## config.mk

```make
export PLATFORM = sky130hd
export DESIGN_NAME = race_input_conditioner
export DESIGN_NICKNAME = d
export VERILOG_FILES = /design/src/rtl/race_input_conditioner.sv
export SDC_FILE = /design/constraint.sdc
export NUM_CORES = 1
export LEC_CHECK = 0
export CAP_MARGIN = 30
export CORE_MARGIN = 1.5
export CORE_UTILIZATION = 62
export DETAILED_ROUTE_END_ITERATION = 10
export GPL_TIMING_DRIVEN = 1
export PLACE_DENSITY = 0.76
export SLEW_MARGIN = 20
export SYNTH_ARGS = -nofsm -noshare
export SYNTH_HDL_FRONTEND = slang
export SYNTH_SLANG_ARGS = --single-unit
export TNS_END_PERCENT = 50
```

## constraint.sdc

```tcl
create_clock -name clk -period 6.7 [get_ports clk]
set_clock_uncertainty 0.15 [all_clocks]
set_input_delay 1.675 -clock clk [delete_from_list [all_inputs] [get_ports clk]]
set_output_delay 1.675 -clock clk [all_outputs]
set_load 0.1 [all_outputs]
```

## src/rtl/race_input_conditioner.sv

```systemverilog
// race_input_conditioner
//   Synchronises and debounces the three raw race-game push-buttons and
//   turns them into the levels the race controller samples on its slow
//   divided clocks.
//
// Ports
//   clk         in   system clock
//   rst         in   asynchronous active-low reset
//   btn_en      in   raw enable button (asynchronous, bouncing)
//   btn_speed   in   raw speed button (asynchronous, bouncing)
//   btn_freeze  in   raw freeze button (asynchronous, bouncing)
//   en          out  press-to-toggle enable level
//   speed       out  speed request, stretched to STRETCH_CYCLES clocks
//   freeze      out  debounced freeze level
//   btn_db      out  debounced levels {freeze, speed, en} for debug LEDs
//   speed_state out  speed FSM state (0 = IDLE, 1 = STRETCH) for debug
//
// Handshake: none. All inputs are free-running levels; all outputs are
// registered levels that are valid every cycle.

module race_input_conditioner #(
  parameter int unsigned DB_CYCLES      = 1_000_000,
  parameter int unsigned STRETCH_CYCLES = 16_777_216
) (
  input  logic       clk,
  input  logic       rst,
  input  logic       btn_en,
  input  logic       btn_speed,
  input  logic       btn_freeze,
  output logic       en,
  output logic       speed,
  output logic       freeze,
  output logic [2:0] btn_db,
  output logic       speed_state
);

  localparam int unsigned CW = $clog2(DB_CYCLES);
  localparam int unsigned SW = $clog2(STRETCH_CYCLES);
  localparam logic [CW-1:0] DB_LAST = CW'(DB_CYCLES - 1);
  localparam logic [SW-1:0] ST_LAST = SW'(STRETCH_CYCLES - 1);

  // Channel order matches btn_db: 0 = en, 1 = speed, 2 = freeze.
  logic [2:0]    raw;
  logic [2:0]    sync1;
  logic [2:0]    sync2;
  logic [2:0]    s;
  logic [1:0]    s_d;     // only en and speed need edge detection
  logic [CW-1:0] cnt [3];
  logic          rise_en;
  logic          rise_speed;

  assign raw = {btn_freeze, btn_speed, btn_en};

  // Synchronisers and debouncers. A level is accepted only after it has
  // differed from the stable level for DB_CYCLES consecutive cycles; any
  // return to the stable level restarts the count, so it never wraps.
  always_ff @(posedge clk or negedge rst) begin
    if (!rst) begin
      sync1 <= '0;
      sync2 <= '0;
      s     <= '0;
      s_d   <= '0;
      for (int i = 0; i < 3; i++) cnt[i] <= '0;
    end else begin
      sync1 <= raw;
      sync2 <= sync1;
      s_d   <= s[1:0];
      for (int i = 0; i < 3; i++) begin
        if (sync2[i] == s[i]) begin
          cnt[i] <= '0;
        end else if (cnt[i] == DB_LAST) begin
          s[i]   <= sync2[i];
          cnt[i] <= '0;
        end else begin
          cnt[i] <= cnt[i] + CW'(1);
        end
      end
    end
  end

  assign rise_en    = s[0] & ~s_d[0];
  assign rise_speed = s[1] & ~s_d[1];

  always_ff @(posedge clk or negedge rst) begin
    if (!rst)         en <= 1'b0;
    else if (rise_en) en <= ~en;
  end

  // Speed stretcher. It looks at the registered en, i.e. the value before
  // any toggle landing in the same cycle: a press that turns en off still
  // starts a pulse (aborted a cycle later), one that turns en on does not.
  typedef enum logic {
    IDLE    = 1'b0,
    STRETCH = 1'b1
  } speed_state_t;

  speed_state_t  state, state_nx;
  logic [SW-1:0] scnt, scnt_nx;

  always_ff @(posedge clk or negedge rst) begin
    if (!rst) begin
      state <= IDLE;
      scnt  <= '0;
    end else begin
      state <= state_nx;
      scnt  <= scnt_nx;
    end
  end

  always_comb begin
    state_nx = state;
    scnt_nx  = scnt;
    case (state)
      IDLE: begin
        if (rise_speed && en) begin
          state_nx = STRETCH;
          scnt_nx  = ST_LAST;
        end
      end
      STRETCH: begin
        // Rises seen here are dropped: the pulse cannot be retriggered.
        if (!en || scnt == '0) begin
          state_nx = IDLE;
          scnt_nx  = '0;
        end else begin
          scnt_nx = scnt - SW'(1);
        end
      end
      default: begin
        state_nx = IDLE;
        scnt_nx  = '0;
      end
    endcase
  end

  assign speed       = (state == STRETCH);
  assign speed_state = state;
  assign freeze      = s[2];
  assign btn_db      = s;

endmodule

```

==> Yosys cells after proc, flatten, opt, wreduce, memory -nomap -nowiden <==
Index checks and enable logic that the tools add are counted.
{ "word_totals": {"reg_bits": 97, "out_inout_bits": 7, "word_cells": 51} }
{ "classes": {"add_sub_neg": 4, "n_eq_ne": 7, "n_mux": 12, "bitwise_logic": 9, "reduce_logical": 7} }
{ "ops": {"columns": ["op", "n"], "rows": [
  ["$mux 20", 6],
  ["$add 20x1->20 const B", 3],
  ["$eq 20x20->1 const B", 3],
  ["$mux 24", 2],
  ["$pmux 24 s2", 1],
  ["$logic_not 24->1", 1],
  ["$sub 24x1->24 const B", 1],
  ["$not 1->1", 7],
  ["$reduce_and 2->1", 3],
  ["$eq 1x1->1", 3],
  ["$and 1x1->1", 2],
  ["$mux 1", 2],
  ["$ne 2x2->1 const B", 1],
  ["$pmux 1 s2", 1],
  ["$logic_and 1x1->1", 1],
  ["$logic_not 1->1", 1],
  ["$logic_or 1x1->1", 1]
]} }

==> Depth between registers and ports, before layout <==
Gate-level depths: netlist of run 1.
{ "logic_depth": {"word_depth": 5, "depth_mapped": 7, "depth_no_buf": 6} }

==> Worst setup path after synthesis of run 1 <==
OpenSTA, ideal clock, no wires.
{ "synth_timing": {"path_type": "flip-flop to output port", "startpoint": "register state, in the netlist speed", "endpoint": "output speed_state", "arrival_ns": 1.413, "required_time_ns": 4.875, "path_slack_ns": 3.462, "stages_incl_launch_ff": 2, "n_path_buf": 1, "cell_sequence": "dfrtp_1 -> buf_4"} }
{ "synth_lines": {"columns": ["item", "line_no", "text"], "rows": [
  ["from (decl)", "97", "speed_state_t state, state_nx;"],
  ["from (signal assigned)", "105", "state <= state_nx;"],
  ["to (decl)", "34", "output logic speed_state"]
]} }
No word-level cell between the ends.

==> Final worst setup path of run 1 <==
{ "layout_timing": {"startpoint": "register state, in the netlist speed", "endpoint": "output speed_state"} }
No word-level cell between the ends.

==> metrics.txt, run 1 <==
# TYPE chip_impl_metric gauge
chip_impl_metric{name="tritoncts.num_buffers",unit=""} 9
chip_impl_metric{name="synth_top_area_share",unit="%"} 46.96
chip_impl_metric{name="seq_area_frac_synth",unit="%"} 46.96
chip_impl_info{name="status",value="finished, final reports clean"} 1
chip_impl_metric{name="p_comb_share",unit="%"} 2.8
chip_impl_metric{name="sw_share",unit="%"} 22.61
chip_impl_info{name="netlist_top_cells_area",value="dfrtp_1 (47%), xnor2_1 (4.4%), nor2_1 (4.0%)"} 1
chip_impl_metric{name="row_count",unit=""} 33
chip_impl_metric{name="worst-path-max-fanout",unit=""} 44
chip_impl_info{name="cts_tree",value="built"} 1
chip_impl_metric{name="ff2ff_path_depth",unit=""} 4
chip_impl_metric{name="final_core_utilization",unit="%"} 68.36
chip_impl_info{name="start_kind",value="flop"} 1
chip_impl_metric{name="gp_congestion",unit=""} 0.8981
chip_impl_metric{name="floorplan.initialDensity",unit="%"} 63.54
chip_impl_metric{name="detail_route.wl_per_cell",unit="um"} 16.09
chip_impl_metric{name="final-max-slew-violation-count",unit=""} 0
chip_impl_info{name="final_common_cell",value="dfrtp_1"} 1
chip_impl_metric{name="die_h",unit="um"} 94.31
chip_impl_info{name="worst-setup-path-type",value="flop to output pin"} 1
chip_impl_metric{name="post-route-drc-count",unit=""} 0
chip_impl_metric{name="p_int",unit="uW"} 825.2
chip_impl_metric{name="switchingPower",unit="uW"} 241.1
chip_impl_info{name="layout.cells.most_common_list",value="dfrtp_1 (97), nor2_1 (55), a21oi_1 (35), nand2_1 (28), nand3_1 (27)"} 1
chip_impl_metric{name="cts_hold_buf",unit=""} 0
chip_impl_metric{name="number_of_synthesized_flops_with_an_enable_pin",unit=""} 0
chip_impl_metric{name="power_density",unit="nW/um^2"} 191.8
chip_impl_metric{name="layout_setup_ws",unit="ns"} 2.558
chip_impl_metric{name="synth_cells",unit=""} 536
chip_impl_metric{name="cts_buffer_depth",unit=""} 2
chip_impl_metric{name="final_std_cells_w_o_fill",unit=""} 648
chip_impl_metric{name="post-cts-setup-buffer-count",unit=""} 0
chip_impl_metric{name="syn-cell-area",unit="um^2"} 5169
chip_impl_metric{name="synth.yosys.warnings",unit=""} 0
chip_impl_metric{name="cts-htree-levels",unit=""} 3
chip_impl_metric{name="detail-route-antenna-nets",unit=""} 0
chip_impl_metric{name="nets",unit=""} 548
chip_impl_metric{name="fin_setup_tns",unit="ns"} 0
chip_impl_metric{name="cts_num_sinks",unit=""} 97
chip_impl_info{name="crit_start",value="speed"} 1
chip_impl_metric{name="peakVddDrop",unit="mV"} 0.1128
chip_impl_metric{name="drt_first_iter_violations",unit=""} 232
chip_impl_info{name="critPathCapture",value="speed_state"} 1
chip_impl_metric{name="portBuffers",unit=""} 11
chip_impl_metric{name="drtPass1Iterations",unit=""} 5
chip_impl_metric{name="die-area",unit="um^2"} 8893
chip_impl_metric{name="post_cts.resized_instances",unit=""} 0
chip_impl_metric{name="global_route_total_usage_across_every_layer",unit="%"} 25.42
chip_impl_metric{name="syn-mean-instance-area",unit="um^2"} 9.643
chip_impl_metric{name="place_area",unit="um^2"} 5316
chip_impl_info{name="r2r_end",value="scnt[5]"} 1
chip_impl_metric{name="clkTransAtPathRegs",unit="ns"} 0.10
chip_impl_metric{name="dp_hpwl",unit="um"} 7032
chip_impl_metric{name="yosysUniqueCellTypes",unit=""} 57
chip_impl_metric{name="cp.arrival",unit="ns"} 2.32
chip_impl_metric{name="yosys_register_bits",unit=""} 97
chip_impl_metric{name="core-area",unit="um^2"} 8134
chip_impl_metric{name="first_global_vias",unit=""} 3787
chip_impl_metric{name="filler_cell_count",unit=""} 630
chip_impl_metric{name="post_route_cells_drive_above_1_share",unit="%"} 7.182
chip_impl_metric{name="area_growth_syn_to_layout",unit="%"} 7.577
chip_impl_metric{name="hold_viol",unit=""} 0
chip_impl_metric{name="worstPathRequired",unit="ns"} 4.88
chip_impl_metric{name="setup-violations-final",unit=""} 0
chip_impl_metric{name="max_slew.worst_pin.slew",unit="ns"} 0.9809
chip_impl_metric{name="syn_nets",unit=""} 546
chip_impl_info{name="critPathCaptureType",value="output pin"} 1
chip_impl_metric{name="leakage",unit="uW"} 0.002313
chip_impl_info{name="setup_repair_after_global_routing_missed_its_margin",value="no"} 1
chip_impl_metric{name="pin_count_of_the_biggest_net_entering_global_routing",unit=""} 53
chip_impl_metric{name="synthArstFlopShare",unit="%"} 100.0
chip_impl_metric{name="p_seq_share",unit="%"} 56.1
chip_impl_metric{name="worst_slew_margin_rel",unit="%"} 34.40
chip_impl_info{name="dominantRegCellSynth",value="dfrtp_1"} 1
chip_impl_metric{name="postRouteWirelength",unit="um"} 10430
chip_impl_metric{name="worst_hold_depth",unit=""} 0
chip_impl_metric{name="timing.final.crit_period",unit="ns"} 4.142
chip_impl_metric{name="antenna_cells_inserted",unit=""} 0
chip_impl_metric{name="die-width",unit="um"} 94.31
chip_impl_metric{name="io_pins",unit=""} 12
chip_impl_info{name="holdCritPathClass",value="flop to flop"} 1
chip_impl_metric{name="global_route_wire_length_before_repair",unit="um"} 17820
chip_impl_metric{name="finalInstanceArea",unit="um^2"} 5560
chip_impl_metric{name="place_ws",unit="ns"} 2.975
chip_impl_metric{name="final.period_utilization",unit="%"} 61.82
chip_impl_metric{name="cap_viol_max_count",unit=""} 0
chip_impl_metric{name="regToRegSetupSlack",unit="ns"} 3.92
chip_impl_info{name="startpoint_of_the_worst_register_to_register_path",value="scnt[18]"} 1
chip_impl_metric{name="power_frac_clock",unit="%"} 41.1
chip_impl_metric{name="insertion_delay_of_the_later_clocked_pin_in_the_worst_skew_pair",unit="ns"} 0.37
chip_impl_metric{name="vias_per_cell",unit=""} 6.373
chip_impl_metric{name="via_count",unit=""} 4130
chip_impl_info{name="clockRootBuffer",value="clkbuf_8"} 1
chip_impl_info{name="synth_top_cell_by_area",value="dfrtp_1"} 1
chip_impl_metric{name="max_freq",unit="GHz"} 0.2415
chip_impl_metric{name="gr-total-overflow",unit=""} 0
chip_impl_metric{name="place.detailed.instances",unit=""} 631
chip_impl_metric{name="number_of_antenna_violations_at_the_first_check_in_global_routing",unit=""} 0
synth_stat cells (10+ instances only):
library cell,instances
o21ai_0,20
nand2_1,28
xor2_1,13
and3_1,10
nor3_1,17
dfrtp_1,97
inv_1,19
nand3_1,27
o31ai_1,12
nor4_1,10
or3_1,17
xnor2_1,26
or4_1,16
nand4_1,15
clkbuf_1,13
nor2_1,55
a21oi_1,35
state kept, by name (all words and copies together), names as in the netlist:
| name | flops |
|---|---|
| scnt | 24 |
| sync1 | 3 |
| btn_db | 3 |
| sync2 | 3 |
| s_d | 2 |
| cnt | 60 |
| en | 1 |
| speed | 1 |
metal layers:
metal | GRT usage [%] | wire length (um) | vias up | part of all wire [%]
li1 | - | - | 1997 | -
met1 | 34.08 | 4773 | 2024 | 46
met2 | 42.45 | 5159 | 95 | 49
met3 | 2.913 | 339 | 14 | 3.3
met4 | 9.701 | 156 | 0 | 1.5
met5 | 0 | 0 | - | 0
cells by family (layout without fill, tap and decap cells):
group / count (synthesis) / in the layout / synth area share (%)
xor gates and xnor gates: 39 / 39 / 6.609
and+or+nand+nor: 237 / 237 / 26.39
adders and majority gates: 5 / 5 / 1.210
AOI/OAI and AO/OA: 109 / 109 / 13.97
muxes: 7 / 7 / 1.428
buffers and inverters: 42 / 49 / 3.437
DFF: 97 / 97 / 46.96
power groups by stage:
stage | clock network, uW | registers [uW] | logic, uW
finish | 439 | 598 | 29.9
floorplan | 0 | 608 | 14.3
global placement | 0 | 609 | 30.2
global route | 469 | 599 | 35.4
detailed placement | 0 | 609 | 30.6
CTS | 450 | 598 | 30.7
cell type report:
type                       count  area, um^2  share of cell area [%]
multi-input combinational    397        2564                   46.11
clock buffer                  10       137.6                   2.475
tap                          105       131.4                   2.363
timing repair buffer          14       130.1                   2.340
sequential                    97        2427                   43.65
clock inverter                 6       98.84                   1.778
inverter                      19       71.32                   1.283
metrics by stage:
stage | hold slack [ns] | total power [uW]
floorplan | 0.1812 | 622.0
global placement | 0.1855 | 638.9
detailed placement | 0.1864 | 639.8
CTS | 0.2117 | 1078
global route | 0.2182 | 1103
finish | 0.2073 | 1066
worst min path at each step:
stage	startpoint	endpoint
after floorplan	sync1[0]	sync2[0]
after global placement	sync1[2]	sync2[2]
after detailed placement	sync1[2]	sync2[2]
after CTS	sync1[2]	sync2[2]
after global routing	sync1[2]	sync2[2]
final	sync1[2]	sync2[2]
critical path, stage by stage (launching register included):
cell and delay [ns]:
dfrtp_1 0.34, buf_4 0.37, clkdlybuf4s50_1 1.22
Note: power is estimated with default switching activity, not from simulation.
==> run 2: changes to the inputs <==
- CORE_UTILIZATION: 62 -> 56
- PLACE_DENSITY: 0.76 -> 0.72
- clock period: 6.7 -> 3.57 ns (I/O delays scaled with it)
==> run 2 against run 1 <==
Global-route usage fell by 1.2 points. First-iteration DRC count rose by 9.5%. Clock power rose by 59%. Sequential power rose by 87%. Worst setup slack got worse by 1.7 ns. Largest cell class unchanged.
==> metrics.txt, run 2 (synthesized netlist as in run 1, its figures left out) <==
# TYPE chip_impl_metric gauge
chip_impl_info{name="cp_cell_sequence",value="buf_4"} 1
chip_impl_metric{name="p_total",unit="uW"} 1881
chip_impl_metric{name="filler_cell_count",unit=""} 747
chip_impl_metric{name="drt_first_iter_violations",unit=""} 254
chip_impl_metric{name="timing.final.crit_period",unit="ns"} 2.732
chip_impl_info{name="start_kind",value="flop"} 1
chip_impl_metric{name="power_density",unit="nW/um^2"} 339.4
chip_impl_metric{name="cp_num_buf_inv",unit=""} 1
chip_impl_metric{name="critPathMaxStageDelay",unit="ns"} 0.89
chip_impl_metric{name="io_pins",unit=""} 12
chip_impl_metric{name="pin_count_of_the_biggest_net_entering_global_routing",unit=""} 40
chip_impl_metric{name="cts-htree-levels",unit=""} 3
chip_impl_metric{name="worst-path-stages",unit=""} 1
chip_impl_metric{name="floorplan.initialDensity",unit="%"} 58.41
chip_impl_metric{name="post-cts-setup-buffer-count",unit=""} 0
chip_impl_metric{name="leakage",unit="uW"} 0.002323
chip_impl_metric{name="worstPathRequired",unit="ns"} 2.53
chip_impl_metric{name="peakVddDrop",unit="mV"} 0.2237
chip_impl_metric{name="hold_viol",unit=""} 0
chip_impl_metric{name="nets",unit=""} 552
chip_impl_info{name="cts_tree",value="built"} 1
chip_impl_metric{name="max_slew.worst_pin.slew",unit="ns"} 0.8197
chip_impl_metric{name="number_of_antenna_violations_at_the_first_check_in_global_routing",unit=""} 0
chip_impl_metric{name="largest_register_ff_count",unit=""} 60
chip_impl_metric{name="global_route_wire_length_before_repair",unit="um"} 19430
chip_impl_metric{name="worst-path-max-fanout",unit=""} 27
chip_impl_metric{name="via_count",unit=""} 4153
chip_impl_metric{name="vias_per_cell",unit=""} 6.340
chip_impl_metric{name="tritoncts.num_buffers",unit=""} 9
chip_impl_metric{name="cts_buffer_depth",unit=""} 2
chip_impl_metric{name="insertion_delay_of_the_later_clocked_pin_in_the_worst_skew_pair",unit="ns"} 0.37
chip_impl_metric{name="final_core_utilization",unit="%"} 62.63
chip_impl_metric{name="clkTransAtPathRegs",unit="ns"} 0.10
chip_impl_metric{name="ff2ff_path_depth",unit=""} 4
chip_impl_metric{name="antenna_cells_inserted",unit=""} 0
chip_impl_metric{name="detail_route.wl_per_cell",unit="um"} 16.34
chip_impl_metric{name="global_route_total_usage_across_every_layer",unit="%"} 24.19
chip_impl_metric{name="fin_setup_tns",unit="ns"} 0
chip_impl_metric{name="area_growth_syn_to_layout",unit="%"} 7.214
chip_impl_metric{name="place.detailed.instances",unit=""} 638
chip_impl_metric{name="cts_num_sinks",unit=""} 97
chip_impl_metric{name="final_std_cells_w_o_fill",unit=""} 655
chip_impl_metric{name="gr-total-overflow",unit=""} 0
chip_impl_info{name="holdCritPathClass",value="flop to flop"} 1
chip_impl_info{name="layout.cells.most_common_list",value="dfrtp_1 (97), nor2_1 (55), a21oi_1 (35), nand2_1 (28), nand3_1 (27)"} 1
chip_impl_metric{name="worst_hold_depth",unit=""} 0
chip_impl_metric{name="max_freq",unit="GHz"} 0.3661
chip_impl_metric{name="post-route-drc-count",unit=""} 0
chip_impl_metric{name="core-area",unit="um^2"} 8848
chip_impl_info{name="status",value="finished, final reports clean"} 1
chip_impl_metric{name="gp_congestion",unit=""} 0.8830
chip_impl_metric{name="setup-violations-final",unit=""} 0
chip_impl_info{name="clockRootBuffer",value="clkbuf_8"} 1
chip_impl_info{name="largest-register",value="cnt"} 1
chip_impl_metric{name="cp.arrival",unit="ns"} 1.69
chip_impl_metric{name="detail-route-antenna-nets",unit=""} 0
chip_impl_info{name="cp_top_family",value="flip-flops"} 1
chip_impl_metric{name="final-max-slew-violation-count",unit=""} 0
chip_impl_info{name="setup_repair_after_global_routing_missed_its_margin",value="no"} 1
chip_impl_info{name="critPathCaptureType",value="output pin"} 1
chip_impl_metric{name="row_count",unit=""} 34
chip_impl_metric{name="die-width",unit="um"} 99.07
chip_impl_metric{name="die_h",unit="um"} 99.07
chip_impl_info{name="reg_top3",value="cnt (60), scnt (24)"} 1
chip_impl_metric{name="drtPass1Iterations",unit=""} 4
chip_impl_metric{name="final.period_utilization",unit="%"} 76.52
chip_impl_metric{name="cts_hold_buf",unit=""} 0
chip_impl_metric{name="cap_viol_max_count",unit=""} 0
chip_impl_metric{name="post_route_cells_drive_above_1_share",unit="%"} 8.958
chip_impl_metric{name="portBuffers",unit=""} 11
chip_impl_metric{name="post_cts.resized_instances",unit=""} 0
chip_impl_metric{name="dp_hpwl",unit="um"} 7331
chip_impl_info{name="worst-setup-path-type",value="flop to output pin"} 1
chip_impl_info{name="critical-path-slowest-cell",value="dfrtp_1"} 1
chip_impl_metric{name="postRouteWirelength",unit="um"} 10700
chip_impl_info{name="final_common_cell",value="dfrtp_1"} 1
chip_impl_metric{name="first_global_vias",unit=""} 4159
chip_impl_metric{name="die-area",unit="um^2"} 9815
chip_impl_metric{name="final.hold.worst_slack",unit="ns"} 0.2089
chip_impl_metric{name="worst_slew_margin_rel",unit="%"} 45.35
==> run 2: cell count changes in the layout (fill, tap and decap cells not counted), sizes merged <==
cell / delta
inv: +1
clkdlybuf4s50: -7
clkinvlp: +1
bufinv: -2
buf: +11
==> run 2: path summary, 6_finish.rpt <==
path,from,end,slack [ns]
min in group asynchronous,rst,scnt[0],0.33
min,sync1[1],sync2[1],0.21
max in group asynchronous,rst,cnt[38],2.17
max reg2reg,speed,scnt[21],1.02
min reg2reg,sync1[1],sync2[1],0.21
max,speed,speed,0.84
==> run 2: final cells by class <==
| cell class | instances | area (um^2) | share of cell area, % |
|---|---|---|---|
| well taps | 108 | 135.1 | 2.438 |
| clock buffers | 10 | 127.6 | 2.303 |
| repair buffers | 18 | 155.1 | 2.800 |
| clock inverters | 6 | 61.31 | 1.106 |
| multi-input cells | 397 | 2564 | 46.26 |
| flip-flops and latches | 97 | 2427 | 43.80 |
| inverters | 19 | 71.32 | 1.287 |
==> run 2: routing by layer <==
| metal | GRT usage [%] | vias to the layer above | share of wire [%] |
|---|---|---|---|
| li1 | - | 1998 | - |
| met1 | 34.26 | 2062 | 48 |
| met2 | 38.78 | 79 | 48 |
| met3 | 4.397 | 14 | 3.5 |
| met4 | 6.501 | 0 | 1.0 |
| met5 | 0 | - | 0 |
==> run 2: power breakdown <==
part | switching [uW] | total, uW | internal (uW) | leakage [uW]
Clock | 429 | 699 | 271 | 0.0000922
Sequential | 11.6 | 1120 | 1110 | 0.00133
Combinational | 41.5 | 60.5 | 19.0 | 0.000896
==> run 2: stage by stage <==
stage	cell area (um^2)	setup slack, ns
after floorplan	5169	1.114
after global placement	5325	1.127
after detailed placement	5345	1.034
after CTS	5534	0.8284
after global routing	5542	0.7820
final	5542	0.8384
